File: src/rtl/i2c_pkg.sv
// Shared I2C definitions: slave FSM states and bus-level constants.
package i2c_pkg;

    localparam logic I2C_ACK    = 1'b0;
    localparam logic I2C_NACK   = 1'b1;
    localparam int   I2C_ADDR_W = 7;
    localparam int   I2C_DATA_W = 8;

    typedef enum logic [3:0] {
        ST_IDLE,
        ST_ADDR,
        ST_ADDR_ACK,
        ST_RX_BYTE,
        ST_RX_STRETCH,
        ST_RX_ACK,
        ST_TX_STRETCH,
        ST_TX_BYTE,
        ST_TX_ACK,
        ST_WAIT_STOP
    } state_t;

endpackage

File: src/rtl/i2c_bus_sync.sv
// Synchronizes the raw SCL/SDA pads and derives edge and START/STOP pulses.
module i2c_bus_sync #(
    parameter int SYNC_STAGES = 2
) (
    input  logic clk,
    input  logic reset,
    input  logic scl_in,
    input  logic sda_in,
    output logic sda,
    output logic scl_rise,
    output logic scl_fall,
    output logic start_det,
    output logic stop_det
);

    logic [SYNC_STAGES-1:0] scl_sync;
    logic [SYNC_STAGES-1:0] sda_sync;
    logic                   scl_d1;
    logic                   scl_d2;
    logic                   sda_d1;
    logic                   sda_d2;

    // Idle bus is high, so reset the chain to 1 to avoid a false edge after reset.
    always_ff @(posedge clk) begin
        if (reset) begin
            scl_sync <= '1;
            sda_sync <= '1;
            scl_d1   <= 1'b1;
            scl_d2   <= 1'b1;
            sda_d1   <= 1'b1;
            sda_d2   <= 1'b1;
        end else begin
            scl_sync <= {scl_sync[SYNC_STAGES-2:0], scl_in};
            sda_sync <= {sda_sync[SYNC_STAGES-2:0], sda_in};
            scl_d1   <= scl_sync[SYNC_STAGES-1];
            scl_d2   <= scl_d1;
            sda_d1   <= sda_sync[SYNC_STAGES-1];
            sda_d2   <= sda_d1;
        end
    end

    assign sda       = sda_d1;
    assign scl_rise  = scl_d1 & ~scl_d2;
    assign scl_fall  = ~scl_d1 & scl_d2;
    assign start_det = scl_d1 & scl_d2 & sda_d2 & ~sda_d1;
    assign stop_det  = scl_d1 & scl_d2 & ~sda_d2 & sda_d1;

endmodule

File: src/rtl/i2c_slave_stretch.sv
// I2C slave byte engine that holds SCL low until the local side consumes or
// supplies each data byte.
module i2c_slave_stretch
    import i2c_pkg::*;
#(
    parameter logic [I2C_ADDR_W-1:0] SLAVE_ADDR  = 7'h48,
    parameter int                    SYNC_STAGES = 2
) (
    input  logic       clk,
    input  logic       reset,
    input  logic       scl_in,
    input  logic       sda_in,
    output logic       scl_oe,
    output logic       sda_oe,
    output logic [7:0] rx_data,
    output logic       rx_valid,
    input  logic       rx_ready,
    input  logic [7:0] tx_data,
    input  logic       tx_valid,
    output logic       tx_req,
    output logic       rw,
    output logic       busy
);

    logic sda;
    logic scl_rise;
    logic scl_fall;
    logic start_det;
    logic stop_det;

    i2c_bus_sync #(
        .SYNC_STAGES(SYNC_STAGES)
    ) u_sync (
        .clk      (clk),
        .reset    (reset),
        .scl_in   (scl_in),
        .sda_in   (sda_in),
        .sda      (sda),
        .scl_rise (scl_rise),
        .scl_fall (scl_fall),
        .start_det(start_det),
        .stop_det (stop_det)
    );

    state_t                  state, state_nxt;
    logic [2:0]              bit_cnt, bit_cnt_nxt;
    logic [I2C_DATA_W-1:0]   shreg, shreg_nxt;
    logic                    byte_done, byte_done_nxt;
    logic                    ack_seen, ack_seen_nxt;
    logic                    tx_hold, tx_hold_nxt;
    logic [I2C_DATA_W-1:0]   rx_data_nxt;
    logic                    rx_valid_nxt;
    logic                    tx_req_nxt;
    logic                    scl_oe_nxt;
    logic                    sda_oe_nxt;
    logic                    rw_nxt;
    logic                    busy_nxt;
    logic                    addr_match;

    // General call (address 0) never matches, even if SLAVE_ADDR were 0.
    assign addr_match = (shreg[7:1] == SLAVE_ADDR) && (shreg[7:1] != '0);

    always_ff @(posedge clk) begin
        if (reset) begin
            state     <= ST_IDLE;
            bit_cnt   <= '0;
            shreg     <= '0;
            byte_done <= 1'b0;
            ack_seen  <= 1'b0;
            tx_hold   <= 1'b0;
            rx_data   <= '0;
            rx_valid  <= 1'b0;
            tx_req    <= 1'b0;
            scl_oe    <= 1'b0;
            sda_oe    <= 1'b0;
            rw        <= 1'b0;
            busy      <= 1'b0;
        end else begin
            state     <= state_nxt;
            bit_cnt   <= bit_cnt_nxt;
            shreg     <= shreg_nxt;
            byte_done <= byte_done_nxt;
            ack_seen  <= ack_seen_nxt;
            tx_hold   <= tx_hold_nxt;
            rx_data   <= rx_data_nxt;
            rx_valid  <= rx_valid_nxt;
            tx_req    <= tx_req_nxt;
            scl_oe    <= scl_oe_nxt;
            sda_oe    <= sda_oe_nxt;
            rw        <= rw_nxt;
            busy      <= busy_nxt;
        end
    end

    // START/STOP abort whatever is in flight; otherwise advance on SCL edges.
    always_comb begin
        state_nxt     = state;
        bit_cnt_nxt   = bit_cnt;
        shreg_nxt     = shreg;
        byte_done_nxt = byte_done;
        ack_seen_nxt  = ack_seen;
        tx_hold_nxt   = tx_hold;
        rx_data_nxt   = rx_data;
        rx_valid_nxt  = rx_valid;
        tx_req_nxt    = tx_req;
        scl_oe_nxt    = scl_oe;
        sda_oe_nxt    = sda_oe;
        rw_nxt        = rw;
        busy_nxt      = busy;

        if (start_det || stop_det) begin
            scl_oe_nxt    = 1'b0;
            sda_oe_nxt    = 1'b0;
            rx_valid_nxt  = 1'b0;
            tx_req_nxt    = 1'b0;
            tx_hold_nxt   = 1'b0;
            busy_nxt      = 1'b0;
            bit_cnt_nxt   = '0;
            byte_done_nxt = 1'b0;
            ack_seen_nxt  = 1'b0;
            state_nxt     = start_det ? ST_ADDR : ST_IDLE;
        end else begin
            case (state)
                ST_IDLE: begin
                end

                ST_ADDR: begin
                    if (scl_rise) begin
                        shreg_nxt   = {shreg[6:0], sda};
                        bit_cnt_nxt = bit_cnt + 3'd1;
                        if (bit_cnt == 3'd7) byte_done_nxt = 1'b1;
                    end else if (scl_fall && byte_done) begin
                        byte_done_nxt = 1'b0;
                        if (addr_match) begin
                            sda_oe_nxt = ~I2C_ACK;
                            rw_nxt     = shreg[0];
                            busy_nxt   = 1'b1;
                            state_nxt  = ST_ADDR_ACK;
                        end else begin
                            state_nxt = ST_WAIT_STOP;
                        end
                    end
                end

                ST_ADDR_ACK: begin
                    if (scl_fall) begin
                        sda_oe_nxt = 1'b0;
                        if (rw) begin
                            scl_oe_nxt = 1'b1;
                            tx_req_nxt = 1'b1;
                            state_nxt  = ST_TX_STRETCH;
                        end else begin
                            state_nxt = ST_RX_BYTE;
                        end
                    end
                end

                ST_RX_BYTE: begin
                    if (scl_rise) begin
                        shreg_nxt   = {shreg[6:0], sda};
                        bit_cnt_nxt = bit_cnt + 3'd1;
                        if (bit_cnt == 3'd7) byte_done_nxt = 1'b1;
                    end else if (scl_fall && byte_done) begin
                        byte_done_nxt = 1'b0;
                        scl_oe_nxt    = 1'b1;
                        rx_data_nxt   = shreg;
                        rx_valid_nxt  = 1'b1;
                        state_nxt     = ST_RX_STRETCH;
                    end
                end

                ST_RX_STRETCH: begin
                    if (rx_valid && rx_ready) begin
                        rx_valid_nxt = 1'b0;
                        sda_oe_nxt   = ~I2C_ACK;
                        scl_oe_nxt   = 1'b0;
                        state_nxt    = ST_RX_ACK;
                    end
                end

                ST_RX_ACK: begin
                    if (scl_fall) begin
                        sda_oe_nxt = 1'b0;
                        state_nxt  = ST_RX_BYTE;
                    end
                end

                // SCL stays held one extra clk after loading so SDA settles first.
                ST_TX_STRETCH: begin
                    if (tx_req && tx_valid) begin
                        shreg_nxt   = tx_data;
                        sda_oe_nxt  = ~tx_data[7];
                        tx_req_nxt  = 1'b0;
                        tx_hold_nxt = 1'b1;
                        bit_cnt_nxt = '0;
                        state_nxt   = ST_TX_BYTE;
                    end
                end

                ST_TX_BYTE: begin
                    if (tx_hold) begin
                        scl_oe_nxt  = 1'b0;
                        tx_hold_nxt = 1'b0;
                    end else if (scl_fall) begin
                        if (bit_cnt == 3'd7) begin
                            sda_oe_nxt   = 1'b0;
                            bit_cnt_nxt  = '0;
                            ack_seen_nxt = 1'b0;
                            state_nxt    = ST_TX_ACK;
                        end else begin
                            shreg_nxt   = {shreg[6:0], 1'b0};
                            sda_oe_nxt  = ~shreg[6];
                            bit_cnt_nxt = bit_cnt + 3'd1;
                        end
                    end
                end

                ST_TX_ACK: begin
                    if (scl_rise) begin
                        if (sda == I2C_NACK) state_nxt = ST_WAIT_STOP;
                        else                 ack_seen_nxt = 1'b1;
                    end else if (scl_fall && ack_seen) begin
                        ack_seen_nxt = 1'b0;
                        scl_oe_nxt   = 1'b1;
                        tx_req_nxt   = 1'b1;
                        state_nxt    = ST_TX_STRETCH;
                    end
                end

                ST_WAIT_STOP: begin
                    scl_oe_nxt = 1'b0;
                    sda_oe_nxt = 1'b0;
                end

                default: begin
                    state_nxt = ST_IDLE;
                end
            endcase
        end
    end

endmodule

File: config.mk
export PLATFORM = sky130hd
export DESIGN_NAME = i2c_slave_stretch
export DESIGN_NICKNAME = d
export VERILOG_FILES = /design/src/rtl/i2c_pkg.sv /design/src/rtl/i2c_bus_sync.sv /design/src/rtl/i2c_slave_stretch.sv
export SDC_FILE = /design/constraint.sdc
export NUM_CORES = 1
export LEC_CHECK = 0
export ABC_AREA = 1
export CORE_ASPECT_RATIO = 0.6
export CORE_MARGIN = 5
export CORE_UTILIZATION = 59
export CTS_BUF_LIST = sky130_fd_sc_hd__clkbuf_16
export DETAILED_ROUTE_END_ITERATION = 7
export HOLD_SLACK_MARGIN = 0.02
export PLACE_DENSITY = 0.91
export SLEW_MARGIN = 40
export SYNTH_ARGS = -nofsm -noshare
export SYNTH_HDL_FRONTEND = slang
export SYNTH_HIERARCHICAL = 1
export SYNTH_SLANG_ARGS = --single-unit
File: constraint.sdc
create_clock -name clk -period 3.5 [get_ports clk]
set_input_delay 0.7 -clock clk [delete_from_list [all_inputs] [get_ports clk]]
set_output_delay 0.7 -clock clk [all_outputs]
set_load 0.01 [all_outputs]
After elaboration in Yosys (flattened, before gate mapping) --
Index checks and enable logic that the tools add are counted.
Storage, ports and cells: input bits 14, word-level logic and storage cells 179, register bits 40
Operators by class: reduce and logical (&&, ||, !) cells 33, muxes and demuxes 65, $add $sub $neg 1, bitwise logic cells 15, eq/ne operators 46
Operator list (number):
- $mux W4 | 16
- $mux W8 | 5
- $ne A3 B3 Y1 const B | 13
- $pmux W4 S9 | 1
- $ne A2 B2 Y1 const B | 16
- $mux W1 | 29
- $pmux W8 S3 | 1
- $mux W3 | 6
- $reduce_and A9 Y1 | 2
- $eq A4 B3 Y1 const B | 4
- $reduce_and A14 Y1 | 1
- $pmux W1 S6 | 2
- $reduce_and A4 Y1 | 3
- $reduce_and A6 Y1 | 2
- $reduce_bool A6 Y1 | 2
- $reduce_and A5 Y1 | 2
- $pmux W3 S3 | 1
- $eq A4 B2 Y1 const B | 2
- $eq A4 B4 Y1 const B | 2
- $ne A2 B1 Y1 const B | 4
- $not A1 Y1 | 8
- $reduce_bool A2 Y1 | 4
- $reduce_or A2 Y1 | 4
- $and A1 B1 Y1 | 7
- 16 further kinds | 23

Longest topological paths before layout --
word-level depth 7, depth in mapped cells 12, depth with buffers taken out 12

By module --
Netlist, hierarchy kept.
Modules (own cells, without submodules):
- i2c_slave_stretch | cells an instance 315, area an instance 2008.2 um2, instances 1, seq. area each 640.6 um2
- i2c_bus_sync | cells an instance 28, area an instance 250.2 um2, instances 1, seq. area each 160.2 um2

Worst setup path before layout --
Ideal clock, no wire load.
kind register -> register, start register u_sync.scl_d1, end register rx_data[3], stages on the path, launching flop included 11, arrival 1.389 ns, data required time 3.381 ns, path slack 1.992 ns, clock period less this slack 1.508 ns, path through dfxtp_1 -> inv_1 -> nor2_1 -> inv_1 -> nand3_1 -> nor2_1 -> inv_2 -> nor2_4 -> buf_6 -> o21ai_0 -> a21oi_1
Between the ends: elaborated cells on any way between the ends 13
RTL lines:
- start, declared | RTL line i2c_bus_sync.sv:18 | logic scl_d1;
- start signal, assigned | RTL line i2c_bus_sync.sv:35 | scl_d1 <= scl_sync[SYNC_STAGES-1];
- $and A1 B1 Y1 | RTL line i2c_bus_sync.sv:43 | assign scl_rise = scl_d1 & ~scl_d2;
- net scl_rise | RTL line i2c_slave_stretch.sv:26 | logic scl_rise;
- $not A1 Y1 (no line)
- $reduce_and A4 Y1 (no line)
- end signal, assigned | RTL line i2c_slave_stretch.sv:85 | rx_data <= rx_data_nxt;
- end, declared | RTL line i2c_slave_stretch.sv:15 | output logic [7:0] rx_data,
The timed path passes the listed nets, and every way through them passes these cells. A chain may end at the register's enable or synchronous reset.

Final worst setup path --
start register u_sync.sda_d1 (netlist: u_sync/sda), end register rx_data[2]
Between the ends: cells in the longest elaborated chain, start to end 5, elaborated cells on any way between the ends 6
RTL lines:
- start, declared | RTL line i2c_bus_sync.sv:20 | logic sda_d1;
- start signal, assigned | RTL line i2c_bus_sync.sv:37 | sda_d1 <= sda_sync[SYNC_STAGES-1];
- $not A1 Y1 | RTL line i2c_bus_sync.sv:45 | assign start_det = scl_d1 & scl_d2 & sda_d2 & ~sda_d1;
- $and A1 B1 Y1 | RTL line i2c_bus_sync.sv:45
- net start_det | RTL line i2c_slave_stretch.sv:28 | logic start_det;
- $logic_or A1 B1 Y1 | RTL line i2c_slave_stretch.sv:111 | if (start_det || stop_det) begin
- $not A1 Y1 (no line)
- $reduce_and A4 Y1 (no line)
The timed path passes the listed nets, and every way through them passes these cells.

==> results.md <==
- Fillers: 318
- Antenna violations before repair: 0
- Max Root-Sink Buffers: 2
- Multi-input logic area: 1280 µm²
- Share of the synthesized area in the top cell type: 0.355
- Dpl ws: 1310 ps
- Ys async rst share: 0
- Clk_skew: 2.11 ps
- Status: completed
- Fmax: 473 MHz
- Area grow syn2layout: 19.3%
- Core Region: 3680 µm²
- Largest net degree at the start of global routing: 20
- Postcts setup bufs: 0
- Final Cycle Share: 0.604
- Max-cap violations: 0
- CTS Hold Bufs: 0
- DR vias/cell: 5.61
- Hold WC Path Type: reg -> reg
- CTS Buf Count: 5
- Synth Register Bits: 40
- Setup tns final: 0 ps
- Cell taking the most area after synthesis: dfxtp_1
- Yosys warning total: 6
- Synth Area in XOR/XNOR: 0
- CTS tree: built
- # diodes: 0
- Setup-failing EPs final: 0
- Row cnt: 17
- Crit path setup slack, layout: 1390 ps
- DRC viols: 0
- Synth Area in Simple Gates: 0.417
- FF+latch area: 801 µm²
- Clk sinks: 40
- Post-Synth Adder-Cell Area: 0.0111
- Cell variety after synth: 33
- Top-Level Pins: 28
- Post-synthesis mux area share: 0
- Final Util: 0.732
- Synth area leaders: dfxtp_1, nand2_1, nor2_1, o21ai_0, nand3_1
- Synth Area in Compound Gates: 0.140
- Die area: 5210 µm²
- Slew @ Worst Pin: 587 ps
- Syn nets: 359
- WL/cell: 15.5 µm
- Total GRT Usage: 0.257
- Worst slew margin: 0.607
- H-tree levels: 2
- Min cycle time layout: 2110 ps
- Share of cells above drive strength 1: 0.107
- Setup CP Type: reg -> reg
- Post-synthesis area per instance: 6.58 µm²
- Crit start category: flop
- Final global-route overflow total: 0
- Post-CTS Resized: 0
- 1st-iter DRT viols: 290
- PnR Total Power: 1.63 mW
- EDFF count, synth: 0
- Final wirelength: 6500 µm
- Worst-path clk slew: 60 ps
- Crit path DAT: 2320 ps
- Post-synth top flop: dfxtp_1
- Dominant combinational cell family by area after synthesis: simple AND/OR/NAND/NOR gates
- Die Span X: 89.9 µm
- Drt first pass iters: 5
- Required @ worst endpoint: 3710 ps
- Routability cong.: 1.02
- RSZ-0062 raised after global routing: false
- Post-route antenna net violation count: 0
- Synth Instances: 343
- Leak: 1.24 nW
- Root Driver: clkbuf_16
- Die Y-Extent: 57.9 µm
- Post-DP HPWL: 4980 µm
- Total number of vias: 2358
- Crit path max fanout: 18
- VDD IR-drop max: 0.395 mV
- Seq/Total Area, Yosys: 0.355
- P per Cell Area: 604 nW/µm²
- Initial core utilization: 0.614
- Port buffer count: 27
- Crit end category: flop
- Vias in the first global route: 2168
- Final Max Tran Viols: 0
- First-pass GRT wire length: 10800 µm
- Skew-Pair Late Insertion Delay: 280 ps
- Hold Vio Cnt, Final: 0
- Netlist Area Pre-Place: 2260 µm²
- Nets@finish: 389
[flip-flops by register name, summed over array words and instances, names as in the netlist]
signal,flops
rx_data,8
shreg,8
state,4
bit_cnt,3
u_sync/scl_sync,2
u_sync/sda_sync,2
ack_seen,1
busy,1
byte_done,1
rw,1
rx_valid,1
scl_oe,1
sda_oe,1
tx_hold,1
tx_req,1
u_sync/scl_d1,1
u_sync/scl_d2,1
u_sync/sda,1
u_sync/sda_d2,1
[worst paths after layout]
kind | start | end | slack (ps) | cells past startpoint
max reg2reg | u_sync/sda$_SDFF_PP1_ | rx_data[2]$_SDFFE_PP0P_ | 1390 | 10
min reg2reg | u_sync/sda_sync[0]$_SDFF_PP1_ | u_sync/sda_sync[1]$_SDFF_PP1_ | 420 | 1
max | u_sync/sda$_SDFF_PP1_ | rx_data[2]$_SDFFE_PP0P_ | 1390 | 10
min | u_sync/sda_sync[0]$_SDFF_PP1_ | u_sync/sda_sync[1]$_SDFF_PP1_ | 420 | 1
[through the flow]
stage | hold slack, ps | instance area (µm²) | instances
floorplan | 383 | 2260 | 343
global placement | 385 | 2560 | 413
detailed placement | 408 | 2560 | 413
CTS | 420 | 2690 | 420
global route | 460 | 2690 | 420
finish | 423 | 2690 | 420
[critical path, stage by stage (launching register included)]
cell and delay (ps):
dfxtp_1 470, inv_1 110, nand2_1 80, nor2_1 70
nor2_4 380, inv_1 130, nor2_1 200, inv_2 70
nor2_4 230, o21ai_0 130, a21oi_1 170
[per-layer routing]
| layer | share of wire | vias up | track usage |
|---|---|---|---|
| li1 | - | 1158 | - |
| met1 | 0.46 | 1054 | 0.377 |
| met2 | 0.40 | 140 | 0.371 |
| met3 | 0.13 | 6 | 0.0908 |
| met4 | 0.0051 | 0 | 0.0403 |
| met5 | 0 | - | 0 |
[synthesized netlist by cell type (2+ instances only)]
cell type and count:
inv_2 9, nor2_2 3, nand2_1 76, dfxtp_1 40, or2_1 6, nand3_2 3
nand3b_1 2, nor2_4 7, o21bai_1 2, a21oi_1 18, nor2_1 67, buf_6 2
ha_1 2, nand2_2 6, nand3_1 24, inv_1 26, clkinv_1 2, o21ai_0 29
nor3_1 3, nand4_1 3
[cell usage in the layout (no fill, tap or decap), types with 2 or more instances in the layout]
cell type	instances
clkinv_1	2
nor2_2	3
inv_2	9
dfxtp_1	40
or2_1	6
nand3_2	3
clkdlybuf4s50_1	27
o21bai_1	2
clkinv_2	2
nand2_2	6
nand4_1	3
nand2_1	76
nor2_4	7
a21oi_1	18
nor3_1	3
nand3b_1	2
clkbuf_16	5
o21ai_0	29
nor2_1	67
nand3_1	24
inv_1	26
ha_1	2
[where the power goes]
| part | total (mW) | switching [mW] | leakage (nW) | internal [mW] |
|---|---|---|---|---|
| clock | 0.443 | 0.184 | 0.0657 | 0.259 |
| sequential | 0.553 | 0.0528 | 0.325 | 0.501 |
| combinational | 0.631 | 0.420 | 0.850 | 0.211 |
[final cells by class]
cell class,count,share of cell area
multi-input combinational,261,0.476
sequential,40,0.297
timing repair buffer,27,0.100
inverter,38,0.0534
clock buffer,5,0.0464
tap,47,0.0218
clock inverter,2,0.00464
[cells by family after synthesis]
group | after synthesis
buffers and inverters | 42
AOI/OAI and AO/OA | 57
adders and majority gates | 2
DFF | 40
and+or+nand+nor | 202
No activity file was read; power rests on OpenSTA's default activity.
